### config.mk
export PLATFORM = sky130hd
export DESIGN_NAME = mdio_peripheral
export DESIGN_NICKNAME = d
export VERILOG_FILES = /design/src/rtl/mdio_pkg.sv /design/src/rtl/mdio_peripheral_mdc_edge_detect.sv /design/src/rtl/mdio_peripheral.sv
export SDC_FILE = /design/constraint.sdc
export NUM_CORES = 1
export LEC_CHECK = 0
export CAP_MARGIN = 20
export CORE_ASPECT_RATIO = 0.75
export CORE_UTILIZATION = 55
export DETAILED_ROUTE_END_ITERATION = 16
export PLACE_DENSITY = 0.86
export SLEW_MARGIN = 20
export SYNTH_ARGS = -nofsm -noshare
export SYNTH_HDL_FRONTEND = slang
export SYNTH_SLANG_ARGS = --single-unit
### constraint.sdc
create_clock -name CLK -period 2.69 [get_ports CLK]
set_input_delay 0.6725 -clock CLK [delete_from_list [all_inputs] [get_ports CLK]]
set_output_delay 0.6725 -clock CLK [all_outputs]
set_load 0.01 [all_outputs]
### src/rtl/mdio_pkg.sv
// Shared MDIO Clause 22 peripheral definitions: FSM states, frame codes,
// field widths and the frame bit positions used to decode them.
package mdio_pkg;

  localparam int WIDTH_DATA = 16;

  localparam int ST_W    = 2;
  localparam int OP_W    = 2;
  localparam int PHYAD_W = 5;
  localparam int REGAD_W = 5;
  localparam int TA_W    = 2;
  localparam int DATA_W  = WIDTH_DATA;
  localparam int CNT_W   = 6;

  localparam logic [1:0] ST_CODE  = 2'b01;
  localparam logic [1:0] OP_WRITE = 2'b01;
  localparam logic [1:0] OP_READ  = 2'b10;
  localparam logic [1:0] TA_WRITE = 2'b10;

  localparam logic [CNT_W-1:0] FRAME_LEN    = 6'd32;
  localparam logic [CNT_W-1:0] PREAMBLE_LEN = 6'd32;

  // Index of the last bit of each field, counting frame bits from 0.
  localparam logic [CNT_W-1:0] POS_OP_LAST  = 6'd3;
  localparam logic [CNT_W-1:0] POS_PHY_LAST = 6'd8;
  localparam logic [CNT_W-1:0] POS_REG_LAST = 6'd13;
  localparam logic [CNT_W-1:0] POS_TA_LAST  = 6'd15;
  localparam logic [CNT_W-1:0] POS_DAT_LAST = 6'd31;

  typedef enum logic [3:0] {
    IDLE,
    ST,
    OP,
    PHYAD,
    REGAD,
    TA,
    WDATA,
    RDATA,
    SKIP
  } state_t;

  function automatic logic [CNT_W-1:0] sat_inc(
    input logic [CNT_W-1:0] v,
    input logic [CNT_W-1:0] lim
  );
    return (v == lim) ? v : v + 6'd1;
  endfunction

endpackage

### src/rtl/mdio_peripheral_mdc_edge_detect.sv
// MDC rising-edge detector in the CLK domain.
// Ports: CLK, RESET (sync, active-high), i_mdc, o_rise (one-CLK pulse).
module mdc_edge_detect (
  input  logic CLK,
  input  logic RESET,
  input  logic i_mdc,
  output logic o_rise
);

  logic r_mdc_q;

  always_ff @(posedge CLK) begin
    if (RESET) r_mdc_q <= 1'b0;
    else       r_mdc_q <= i_mdc;
  end

  assign o_rise = ~r_mdc_q & i_mdc;

endmodule

### src/rtl/mdio_peripheral.sv
// MDIO Clause 22 management-device end: decodes frames into register-file
// write/read strobes and serialises read data back on MDIO_IN.
// Ports: CLK, RESET (sync, active-high), MDC, MDIO_OUT, MDIO_OE in;
//   MDIO_IN, MDIO_DRV out; REG_ADDR, REG_WDATA, REG_WE, REG_RE out;
//   REG_RDATA in (valid 1 CLK after REG_RE); FRAME_ERR one-CLK pulse.
// Option: define MDIO_PREAMBLE_EN to require 32 preamble ones before ST.
module mdio_peripheral
  import mdio_pkg::*;
#(
  parameter logic [4:0] PHY_ADDR = 5'd1
) (
  input  logic                  CLK,
  input  logic                  RESET,
  input  logic                  MDC,
  input  logic                  MDIO_OUT,
  input  logic                  MDIO_OE,
  output logic                  MDIO_IN,
  output logic                  MDIO_DRV,
  output logic [4:0]            REG_ADDR,
  output logic [WIDTH_DATA-1:0] REG_WDATA,
  output logic                  REG_WE,
  output logic                  REG_RE,
  input  logic [WIDTH_DATA-1:0] REG_RDATA,
  output logic                  FRAME_ERR
);

  logic w_rise;

  mdc_edge_detect u_edge (
    .CLK   (CLK),
    .RESET (RESET),
    .i_mdc (MDC),
    .o_rise(w_rise)
  );

  state_t                r_state, w_state_n;
  logic [CNT_W-1:0]      r_bits,  w_bits_n;
  logic [WIDTH_DATA-2:0] r_sh,    w_sh_n;
  logic [WIDTH_DATA-1:0] r_rsh,   w_rsh_n;
  logic                  r_rd,    w_rd_n;
  logic                  r_re_d;

  logic                  r_in,    w_in_n;
  logic                  r_drv,   w_drv_n;
  logic [4:0]            r_addr,  w_addr_n;
  logic [WIDTH_DATA-1:0] r_wdata, w_wdata_n;
  logic                  r_we,    w_we_n;
  logic                  r_re,    w_re_n;
  logic                  r_err,   w_err_n;

`ifdef MDIO_PREAMBLE_EN
  logic [CNT_W-1:0]      r_pre,   w_pre_n;
`endif

  logic [WIDTH_DATA-1:0] w_sh_in;
  logic [4:0]            w_fld5;
  logic [1:0]            w_fld2;
  logic [CNT_W-1:0]      w_bits_inc;

  assign w_sh_in    = {r_sh, MDIO_OUT};
  assign w_fld5     = w_sh_in[4:0];
  assign w_fld2     = w_sh_in[1:0];
  assign w_bits_inc = sat_inc(r_bits, FRAME_LEN);

  always_comb begin
    w_state_n = r_state;
    w_bits_n  = r_bits;
    w_sh_n    = r_sh;
    // Read data arrives one CLK after REG_RE was seen by the file.
    w_rsh_n   = r_re_d ? REG_RDATA : r_rsh;
    w_rd_n    = r_rd;
    w_in_n    = r_in;
    w_drv_n   = r_drv;
    w_addr_n  = r_addr;
    w_wdata_n = r_wdata;
    w_we_n    = 1'b0;
    w_re_n    = 1'b0;
    w_err_n   = 1'b0;
`ifdef MDIO_PREAMBLE_EN
    w_pre_n   = r_pre;
`endif

    if (w_rise) begin
      w_bits_n = w_bits_inc;
      w_sh_n   = w_sh_in[WIDTH_DATA-2:0];

      unique case (r_state)
        IDLE: begin
          w_bits_n = '0;
`ifdef MDIO_PREAMBLE_EN
          if (!MDIO_OE) begin
            w_pre_n = '0;
          end else if (MDIO_OUT) begin
            w_pre_n = sat_inc(r_pre, PREAMBLE_LEN);
          end else if (r_pre == PREAMBLE_LEN) begin
            w_pre_n   = '0;
            w_state_n = ST;
            w_bits_n  = 6'd1;
          end else begin
            w_pre_n = '0;
          end
`else
          if (MDIO_OE && !MDIO_OUT) begin
            w_state_n = ST;
            w_bits_n  = 6'd1;
          end
`endif
        end

        ST: begin
          if (!MDIO_OE) begin
            w_err_n   = 1'b1;
            w_state_n = IDLE;
            w_bits_n  = '0;
          end else if (MDIO_OUT) begin
            w_state_n = OP;
          end else begin
            // Repeated 0: keep treating it as the leading ST bit.
            w_bits_n = r_bits;
          end
        end

        OP: begin
          if (!MDIO_OE) begin
            w_err_n   = 1'b1;
            w_state_n = IDLE;
            w_bits_n  = '0;
          end else if (r_bits == POS_OP_LAST) begin
            if (w_fld2 == OP_READ) begin
              w_rd_n    = 1'b1;
              w_state_n = PHYAD;
            end else if (w_fld2 == OP_WRITE) begin
              w_rd_n    = 1'b0;
              w_state_n = PHYAD;
            end else begin
              w_err_n   = 1'b1;
              w_state_n = SKIP;
            end
          end
        end

        PHYAD: begin
          if (!MDIO_OE) begin
            w_err_n   = 1'b1;
            w_state_n = IDLE;
            w_bits_n  = '0;
          end else if (r_bits == POS_PHY_LAST) begin
            // Another device's frame is silently ridden out.
            w_state_n = (w_fld5 == PHY_ADDR) ? REGAD : SKIP;
          end
        end

        REGAD: begin
          if (!MDIO_OE) begin
            w_err_n   = 1'b1;
            w_state_n = IDLE;
            w_bits_n  = '0;
          end else if (r_bits == POS_REG_LAST) begin
            w_addr_n  = w_fld5;
            w_re_n    = r_rd;
            w_state_n = TA;
          end
        end

        TA: begin
          if (r_rd) begin
            // The controller releases the line here; OE is don't-care.
            if (r_bits == POS_TA_LAST) begin
              w_drv_n   = 1'b1;
              w_in_n    = 1'b0;
              w_state_n = RDATA;
            end
          end else if (!MDIO_OE) begin
            w_err_n   = 1'b1;
            w_state_n = IDLE;
            w_bits_n  = '0;
          end else if (r_bits == POS_TA_LAST) begin
            if (w_fld2 == TA_WRITE) begin
              w_state_n = WDATA;
            end else begin
              w_err_n   = 1'b1;
              w_state_n = SKIP;
            end
          end
        end

        WDATA: begin
          if (!MDIO_OE) begin
            w_err_n   = 1'b1;
            w_state_n = IDLE;
            w_bits_n  = '0;
          end else if (r_bits == POS_DAT_LAST) begin
            w_wdata_n = w_sh_in;
            w_we_n    = 1'b1;
            w_state_n = IDLE;
            w_bits_n  = '0;
          end
        end

        RDATA: begin
          // Edge after the last bit: bit 0 has had its full MDC period.
          if (r_bits == FRAME_LEN) begin
            w_drv_n   = 1'b0;
            w_in_n    = 1'b0;
            w_state_n = IDLE;
            w_bits_n  = '0;
          end else begin
            w_in_n  = r_rsh[WIDTH_DATA-1];
            w_rsh_n = {r_rsh[WIDTH_DATA-2:0], 1'b0};
          end
        end

        SKIP: begin
          if (r_bits == POS_DAT_LAST) begin
            w_state_n = IDLE;
            w_bits_n  = '0;
          end
        end

        default: begin
          w_state_n = IDLE;
          w_bits_n  = '0;
        end
      endcase
    end
  end

  always_ff @(posedge CLK) begin
    if (RESET) begin
      r_state <= IDLE;
      r_bits  <= '0;
      r_sh    <= '0;
      r_rsh   <= '0;
      r_rd    <= 1'b0;
      r_re_d  <= 1'b0;
      r_in    <= 1'b0;
      r_drv   <= 1'b0;
      r_addr  <= '0;
      r_wdata <= '0;
      r_we    <= 1'b0;
      r_re    <= 1'b0;
      r_err   <= 1'b0;
    end else begin
      r_state <= w_state_n;
      r_bits  <= w_bits_n;
      r_sh    <= w_sh_n;
      r_rsh   <= w_rsh_n;
      r_rd    <= w_rd_n;
      r_re_d  <= r_re;
      r_in    <= w_in_n;
      r_drv   <= w_drv_n;
      r_addr  <= w_addr_n;
      r_wdata <= w_wdata_n;
      r_we    <= w_we_n;
      r_re    <= w_re_n;
      r_err   <= w_err_n;
    end
  end

`ifdef MDIO_PREAMBLE_EN
  always_ff @(posedge CLK) begin
    if (RESET) r_pre <= '0;
    else       r_pre <= w_pre_n;
  end
`endif

  assign MDIO_IN   = r_in;
  assign MDIO_DRV  = r_drv;
  assign REG_ADDR  = r_addr;
  assign REG_WDATA = r_wdata;
  assign REG_WE    = r_we;
  assign REG_RE    = r_re;
  assign FRAME_ERR = r_err;

endmodule

-- Word-level counts from Yosys, hierarchy flattened
Index checks and enable logic that the tools add are counted.
- add/sub/neg operators: 1
- multipliers: 0
- div/mod/pow operators: 0
- muxes and demuxes: 56
- magnitude comparators: 0
- reductions and logical operators: 17
- bitwise operators: 7
- equal/unequal tests: 27
- shift operators: 0
- operator list (kind ; count):
    4-bit two-way mux ; 20
    16-bit two-way mux ; 4
    6-bit two-way mux ; 8
    6-bit one-hot mux with 7 select lines ; 1
    4-bit one-hot mux with 9 select lines ; 1
    1-bit two-way mux ; 19
    6-bit by 4-bit equality test with 1-bit output (second input constant) ; 3
    3-bit inequality test (second input constant) ; 6
    4-bit by 3-bit equality test with 1-bit output (second input constant) ; 4
    4-bit AND reduction ; 3
    5-bit AND reduction ; 2
    9-bit AND reduction ; 1
    4-bit by 2-bit equality test with 1-bit output (second input constant) ; 2
    2-bit inequality test (second input constant) ; 4
    4-bit OR reduction ; 2
    6-bit by 1-bit adder with 6-bit output (second input constant) ; 1
    6-bit by 2-bit equality test with 1-bit output (second input constant) ; 1
    6-bit by 5-bit equality test with 1-bit output (second input constant) ; 1
    6-bit equality test (second input constant) ; 1
    1-bit NOT ; 6
    5-bit by 1-bit equality test with 1-bit output (second input constant) ; 1
    5-bit OR reduction ; 1
    4-bit by 1-bit equality test with 1-bit output (second input constant) ; 1
    4-bit equality test (second input constant) ; 1
    other kinds (12) ; 14
- register bits: 70
- RAM bits: 0
- latch bits: 0
- ROM bits: 0
- memories: 0
- input port bits: 21
- output and inout port bits: 26

-- Longest topological paths before layout
Gate-level depths: netlist of the first run.
- depth in word-level cells: 6
- gate-level depth with buffers: 8

-- Cells and area by module
A second synthesis of the first run with hierarchy kept.
- cell total of the unflattened synthesis: 375
- area total of the unflattened synthesis: 3503.4 sq um
- modules (own cells, without submodules) (module ; times used ; cells each ; area each (sq um)):
    mdio_peripheral ; 1 ; 372 ; 3455.8
    mdc_edge_detect ; 1 ; 3 ; 47.5

-- Worst setup path after synthesis of the first run
No wires, ideal clock.
- kind: input -> register
- start point: in MDIO_OE
- end point: reg r_state[2]
- data required time: 2.594 ns
- path slack: 0.435 ns
- stages on the path: 7
- data arrival time: 2.159 ns
- path through: clkbuf_1 > nor2b_1 > a31o_2 > clkbuf_1 > a2111oi_4 > nand2_2 > o41ai_2
- longest elaborated chain between the ends: 3
- elaborated cells between the ends (all ways): 16
- those cells by class: 6 x eq/ne; 8 x mux; 2 x reduce/logical
- RTL lines (item ; RTL line ; source):
    start, declared ; mdio_peripheral.sv:16 ; input logic MDIO_OE,
    4-bit two-way mux or 1-bit logical AND (tied branches) ; mdio_peripheral.sv:173, mdio_peripheral.sv:103 ;
    4-bit two-way mux or 2-bit inequality test (tied branches) ; n/a ;
    4-bit one-hot mux with 9 select lines or 9-bit AND reduction (tied branches) ; n/a ;
    end signal, assigned ; mdio_peripheral.sv:244 ; r_state <= w_state_n;
    end, declared ; mdio_peripheral.sv:36 ; state_t r_state, w_state_n;
Parallel ways exist; a longest one is shown, timed or not.
A chain may end at the register's enable or synchronous reset.

-- Worst setup path after layout of the first run
- start point: reg r_bits[0]
- end point: reg r_state[2]
- longest elaborated chain between the ends: 4
- elaborated cells between the ends (all ways): 16
- those cells by class: 12 x eq/ne; 3 x mux; 1 x reduce/logical
- RTL lines (item ; RTL line ; source):
    start, declared ; mdio_peripheral.sv:37 ; logic [CNT_W-1:0] r_bits, w_bits_n;
    start signal, assigned ; mdio_peripheral.sv:245 ; r_bits <= w_bits_n;
    6-bit by 5-bit equality test with 1-bit output ; mdio_peripheral.sv:192, mdio_peripheral.sv:214 ;
    4-bit two-way mux (2 in series) ; n/a ;
    4-bit one-hot mux with 9 select lines ; n/a ;
Parallel ways exist; a longest one is shown, timed or not.

==> impl_metrics.sql, run 1 <==
INSERT INTO impl_metrics (metric_group, metric, value, unit) VALUES
('status', 'outcome', 'finished, final reports clean', ''),
('final_layout', 'post_route_cells_drive_above_1_share', '8.974', '%'),
('power_and_ir_drop', 'fin_total_pwr', '1.991', 'mW'),
('worst_setup_path', 'rr_startpoint', 'r_bits[0]', ''),
('clocking', 'tritoncts', 'yes', ''),
('sta', 'setup_slack', '0.2882', 'ns'),
('worst_setup_path', 'regToRegSetupSlack', '0.29', 'ns'),
('sta', 'final_worst_path_period_need', '2.402', 'ns'),
('sta', 'whs', '0.4519', 'ns'),
('routing', 'viasPerCell', '6.055', ''),
('logic_synthesis', 'yosysSeqAreaShare', '40.82', '%'),
('logic_synthesis', 'synthMuxAreaShare', '6.414', '%'),
('sta', 'final.setup.tns', '0', 'ns'),
('logic_synthesis', 'synth_top_family_by_area', 'simple AND/OR/NAND/NOR gates', ''),
('clocking', 'cts_num_sinks', '70', ''),
('power_and_ir_drop', 'max-vdd-ir-drop', '0.0003336', 'V'),
('sta', 'timing.slew.headroom', '40.41', '%'),
('final_layout', 'multi_input_area', '1854', 'sq um'),
('sta', 'slew_violations', '0', ''),
('logic_synthesis', 'yosys.area_share.xor_xnor', '0', '%'),
('sta', 'fmax', '0.4164', 'GHz'),
('global_route', 'first_pass_grt_wire_length', '14590', 'microns'),
('floorplanning', 'top_level_ports', '47', ''),
('clocking', 'path_clk_slew', '0.07', 'ns'),
('placement', 'gpl.final_weighted_congestion', '1.017', ''),
('hold_path', 'hp-class', 'reg2reg', ''),
('logic_synthesis', 'synth_seq_cells', '70', ''),
('logic_synthesis', 'netlist-cell-type-count', '57', ''),
('run', 'cap_viol_max_count', '0', ''),
('clocking', 'clock_insertion_delay_worst_skew', '0.35', 'ns'),
('floorplanning', 'coreArea', '5916', 'sq um'),
('clocking', 'cts_htree_levels', '3', ''),
('sta', 'setup_viol_count_final', '0', ''),
('worst_setup_path', 'timing.critical_path.from_type', 'flop', ''),
('floorplanning', 'floorplan.die.height', '70.43', 'microns'),
('global_route', 'grtUsageTotal', '28.27', '%'),
('logic_synthesis', 'synth_ff_type', 'dfxtp_1', ''),
('worst_setup_path', 'cp_max_fo', '7', ''),
('global_route', 'grt_max_degree', '70', ''),
('hold_path', 'hold_critical_path_depth', '2', ''),
('routing', 'wire_length_reported_by_the_detailed_router', '8674', 'microns'),
('clocking', 'cts_inserted_buffers', '9', ''),
('worst_setup_path', 'reg2reg_depth', '6', ''),
('global_route', 'number_of_antenna_violations_at_the_first_check_in_global_routing', '0', ''),
('clocking', 'cts_post_setup_buffers_inserted', '0', ''),
('logic_synthesis', 'synth_simple_gate_area_share', '24.96', '%'),
('final_layout', 'final-seq-area', '1401', 'sq um'),
('logic_synthesis', 'share_of_synthesized_cell_area_in_full_adder_half_adder_and_majority_cells', '2.187', '%'),
('power_and_ir_drop', 'powerDensity', '477.9', 'nW/um^2'),
('final_layout', 'area_delta_synth_final', '21.32', '%'),
('logic_synthesis', 'synthesis.nets', '453', ''),
('power_and_ir_drop', 'leakagePower', '1.454', 'nW'),
('routing', 'drc_viols', '0', ''),
('floorplanning', 'initial_utilization', '58.04', '%'),
('clocking', 'cells_resized_by_post_cts_repair', '0', ''),
('final_layout', 'net_total_in_the_final_layout', '491', ''),
('worst_setup_path', 'worst-endpoint-arrival', '2.66', 'ns'),
('final_layout', 'count_of_inserted_antenna_diode_cells', '0', ''),
('floorplanning', 'core.rowCount', '24', ''),
('logic_synthesis', 'syn-cell-area', '3433', 'sq um'),
('placement', 'placement.io_buffers', '46', ''),
('routing', 'detail-route-antenna-nets', '0', ''),
('sta', 'worst_pin_slew', '0.8926', 'ns'),
('worst_setup_path', 'crit_path_end_kind', 'flop', ''),
('global_route', 'overflow', '0', ''),
('global_route', 'first_global_vias', '3054', ''),
('sta', 'finalClockSkew', '0.005375', 'ns'),
('worst_setup_path', 'rr_endpoint', 'r_state[2]', ''),
('worst_setup_path', 'path_class', 'reg2reg', ''),
('logic_synthesis', 'synth_compound_area_share', '20.44', '%'),
('routing', 'drt_pass1_iterations', '6', '');
[how the worst max path moves through the flow]
stage               from         end  slack [ns]
6_report       r_bits[0]  r_state[2]        0.29
5_1_grt        r_bits[0]  r_state[1]        0.17
4_1_cts        r_bits[0]  r_state[2]        0.35
3_5_place_dp     MDIO_OE  r_state[2]        0.11
3_3_place_gp     MDIO_OE  r_state[2]        0.14
2_1_floorplan    MDIO_OE  r_state[2]        0.44
[state kept, by name, indices dropped and copies added (netlist names), 4 cells and up]
signal     count
r_sh          15
REG_WDATA     16
REG_ADDR       5
r_state        4
r_rsh         16
r_bits         6
[where the power goes]
group / leakage, nW / total (mW) / internal [mW] / switching (mW)
sequential: 0.564 / 1.06 / 1.04 / 0.0191
clock: 0.0824 / 0.740 / 0.355 / 0.385
combinational: 0.807 / 0.189 / 0.0826 / 0.106
[through the flow]
stage          cell area [sq um]  util [%]  std cells
2_1_floorplan               3433         -        426
3_3_place_gp                3999     67.60        531
3_5_place_dp                3999     67.60        531
4_1_cts                     4165     70.41        546
5_1_grt                     4165     70.41        546
6_report                    4165     70.41        546
[worst max-delay path, stage by stage, from the launching register on]
cell	delay, ns
dfxtp_1	0.43
ha_1	0.27
or3b_1	0.36
a211o_1	0.34
a2111oi_4	0.52
nand2_2	0.13
o41ai_2	0.28
[synthesized netlist by cell type (5+ instances only)]
cell      number  share of area (%)
nand3_1        8                1.2
dfxtp_1       70                 41
nand2_1       87                9.5
ha_1           6                2.2
clkbuf_1      28                3.1
a21oi_1       43                6.3
nor2b_1        6                1.1
nor2_1        28                3.1
nor3_1        11                1.6
mux2i_1       22                6.4
inv_1         10                1.1
o21ai_0        5               0.73
a31oi_1        5               0.91
a211oi_1      19                4.2
[kinds of logic (layout without fill, tap and decap cells)]
kind of cell | count (synthesis) | after routing
simple gates | 180 | 180
mux | 22 | 22
fa+ha+maj | 6 | 6
flops | 70 | 70
buf+inv | 46 | 88
compound gates | 102 | 102
[layout by cell type (no fill, tap or decap), types with 10 or more instances in the layout]
| cell type | Yosys | layout |
|---|---|---|
| nand2_1 | 87 | 87 |
| dfxtp_1 | 70 | 70 |
| clkdlybuf4s50_1 | 0 | 45 |
| a21oi_1 | 43 | 43 |
| nor2_1 | 28 | 28 |
| mux2i_1 | 22 | 22 |
| a211oi_1 | 19 | 19 |
| buf_4 | 0 | 15 |
| nor3_1 | 11 | 11 |
| inv_1 | 10 | 10 |
| clkbuf_8 | 0 | 10 |
[area by class of cell]
class	count	share of cell area (%)
flip-flops and latches	70	33.64
well taps	78	2.343
clock inverters	3	0.5107
multi-input cells	310	44.52
inverters	10	0.9012
clock buffers	12	3.485
repair buffers	63	14.60
[per-layer routing]
layer / share of wire, % / vias up / global-route usage, %
li1: - / 1585 / -
met4: 1.4 / 0 / 8.034
met5: 0 / - / 0
met3: 8.6 / 18 / 6.972
met1: 46 / 1549 / 38.88
met2: 44 / 154 / 43.87
Note: power is estimated with default switching activity, not from simulation.
==> inputs of run 2 (changes only) <==
- CTS_CLUSTER_DIAMETER: unset -> 80
==> results of run 2 <==
No change in the layout: final DEF, timing and power equal those of run 1.
==> inputs of run 3 (changes only) <==
- DONT_BUFFER_PORTS: unset -> 1
- PLACE_DENSITY: 0.86 -> 0.76
==> impl_metrics.sql, run 3 (synthesis gave the netlist of run 1 again) <==
INSERT INTO impl_metrics (metric_group, metric, value, unit) VALUES
('status', 'outcome', 'finished, final reports clean', ''),
('sta', 'final_worst_path_period_need', '2.364', 'ns'),
('final_layout', 'leading_cell_types_in_the_layout_fill_and_taps_excluded', '87 x nand2_1, 70 x dfxtp_1, 43 x a21oi_1, 28 x nor2_1, 22 x mux2i_1', ''),
('power_and_ir_drop', 'share_comb_of_total_power', '5.8', '%'),
('final_layout', 'final-instance-count-excl-fill', '490', ''),
('worst_setup_path', 'rr_startpoint', 'r_bits[0]', ''),
('worst_setup_path', 'crit_path_end_kind', 'flop', ''),
('global_route', 'first_pass_grt_wire_length', '13030', 'microns'),
('placement', 'post-place-cells', '474', ''),
('global_route', 'overflow', '0', ''),
('final_layout', 'net_total_in_the_final_layout', '434', ''),
('placement', 'gpl.final_weighted_congestion', '0.9809', ''),
('placement', 'place_hpwl', '5243', 'microns'),
('floorplanning', 'dieArea', '6566', 'sq um'),
('clocking', 'cts_htree_levels', '3', ''),
('routing', 'detail-route-antenna-nets', '0', ''),
('hold_path', 'min-delay-start', 'RESET', ''),
('power_and_ir_drop', 'leakagePower', '1.253', 'nW'),
('routing', 'initialDrtViolationCount', '301', ''),
('power_and_ir_drop', 'max-vdd-ir-drop', '0.0004246', 'V'),
('sta', 'worst_pin_slew', '0.9056', 'ns'),
('worst_setup_path', 'worst-endpoint-arrival', '2.63', 'ns'),
('power_and_ir_drop', 'fin_total_pwr', '2.156', 'mW'),
('clocking', 'clock_insertion_delay_worst_skew', '0.36', 'ns'),
('sta', 'finalClockSkew', '0.01574', 'ns'),
('sta', 'grt_setup_unrepaired', 'no', ''),
('routing', 'viasPerCell', '6.131', ''),
('global_route', 'grt_max_degree', '71', ''),
('power_and_ir_drop', 'clockPowerShare', '45.1', '%'),
('floorplanning', 'initial_utilization', '58.04', '%'),
('clocking', 'cts_num_sinks', '70', ''),
('worst_setup_path', 'cp_max_fo', '7', ''),
('sta', 'setup_viol_count_final', '0', ''),
('routing', 'routed_wire_length_per_instance', '16.09', 'microns'),
('placement', 'postPlaceCellArea', '3436', 'sq um'),
('worst_setup_path', 'path_class', 'reg2reg', ''),
('floorplanning', 'floorplan.die.height', '70.43', 'microns'),
('final_layout', 'layout.cells.most_common', 'nand2_1', ''),
('power_and_ir_drop', 'power.switching_fraction', '24.62', '%'),
('power_and_ir_drop', 'sequentialPowerShare', '49.1', '%'),
('routing', 'drt_pass1_iterations', '5', ''),
('floorplanning', 'coreArea', '5916', 'sq um'),
('sta', 'fmax', '0.4229', 'GHz'),
('floorplanning', 'top_level_ports', '47', ''),
('sta', 'timing.slew.headroom', '39.54', '%'),
('sta', 'slew_violations', '0', ''),
('power_and_ir_drop', 'powerDensity', '588.3', 'nW/um^2'),
('sta', 'fin_crit_sh', '87.90', '%'),
('final_layout', 'count_of_inserted_antenna_diode_cells', '0', ''),
('power_and_ir_drop', 'internal_cell_power', '1.625', 'mW'),
('run', 'cap_viol_max_count', '0', ''),
('clocking', 'cts-root-buf', 'clkbuf_8', ''),
('clocking', 'path_clk_slew', '0.08', 'ns'),
('hold_path', 'hp-class', 'in2reg', ''),
('worst_setup_path', 'critical_path_required', '2.96', 'ns'),
('global_route', 'grtUsageTotal', '25.60', '%'),
('sta', 'final-hold-violation-count', '0', ''),
('final_layout', 'area_delta_synth_final', '6.742', '%'),
('global_route', 'number_of_antenna_violations_at_the_first_check_in_global_routing', '0', ''),
('power_and_ir_drop', 'power.net_switching', '530.8', 'uW'),
('floorplanning', 'die-width', '93.23', 'microns'),
('clocking', 'tritoncts', 'yes', ''),
('clocking', 'cts_inserted_buffers', '9', ''),
('global_route', 'first_global_vias', '2686', ''),
('routing', 'via_count', '3004', ''),
('final_layout', 'finish.instance_area', '3665', 'sq um'),
('placement', 'placement.io_buffers', '0', ''),
('sta', 'final.setup.tns', '0', 'ns'),
('clocking', 'cts_post_setup_buffers_inserted', '0', ''),
('final_layout', 'finish.utilization', '61.95', '%'),
('routing', 'wire_length_reported_by_the_detailed_router', '7886', 'microns'),
('final_layout', 'post_route_cells_drive_above_1_share', '8.010', '%'),
('worst_setup_path', 'timing.critical_path.from', 'r_bits[0]', ''),
('routing', 'drc_viols', '0', ''),
('clocking', 'cts.hold.buffers_added', '0', ''),
('clocking', 'cells_resized_by_post_cts_repair', '0', ''),
('clocking', 'cts-root-to-sink-buffers', '2', ''),
('worst_setup_path', 'timing.critical_path.from_type', 'flop', ''),
('floorplanning', 'core.rowCount', '24', '');
-- run 3: changes by cell type in the layout (fill, tap and decap cells not counted), moves of 2 or more --
| cell | delta |
|---|---|
| clkbuf_1 | -2 |
| bufinv_16 | +2 |
| clkdlybuf4s50_1 | -45 |
| buf_12 | -2 |
| inv_6 | +2 |
| buf_4 | -9 |
-- run 3: per-layer routing --
metal  GRT usage [%]  wire length (microns)  up-vias
met3           11.44                    850       16
met5               0                      0        -
met1           34.69                   3653     1366
met4           9.060                    127        0
li1                -                      -     1471
met2           35.70                   3254      151
-- run 3: critical path: stages, from the launching register on --
cell and delay [ns]:
dfxtp_1 0.43, ha_1 0.29, or3b_1 0.37, a211o_1 0.34, a2111oi_4 0.48, nand2_2 0.10, o41ai_2 0.27
-- run 3: final timing paths --
| path | slack (ns) | cells after the start | to |
|---|---|---|---|
| worst max register to register | 0.33 | 6 | r_state[2] |
| worst max-delay path | 0.33 | 6 | r_state[2] |
| worst min-delay path | 0.39 | 1 | r_re_d |
| worst min register to register | 0.47 | 2 | r_sh[14] |
-- run 3: final cells by class --
type | instances | area [sq um]
Multi-Input combinational cell | 310 | 1854
Clock inverter | 7 | 105.1
Clock buffer | 9 | 123.9
Tap cell | 78 | 97.59
Fill cell | 521 | 2251
Inverter | 10 | 37.54
Sequential cell | 70 | 1401
Timing Repair Buffer | 6 | 45.04
-- run 3: stage by stage --
stage / hold slack (ns) / setup WS [ns]
2_1_floorplan: 0.4366 / 0.4351
5_1_grt: 0.3656 / 0.1844
4_1_cts: 0.3676 / 0.3387
3_3_place_gp: 0.4379 / 0.4455
3_5_place_dp: 0.4508 / 0.3637
6_report: 0.3864 / 0.3255
-- run 3: power groups by stage --
stage	logic (mW)	clock network, mW	registers (mW)
floorplan	0.119	0	1.07
global placement	0.120	0	1.08
detailed placement	0.121	0	1.08
CTS	0.122	0.990	1.06
global route	0.137	1.04	1.06
finish	0.125	0.971	1.06
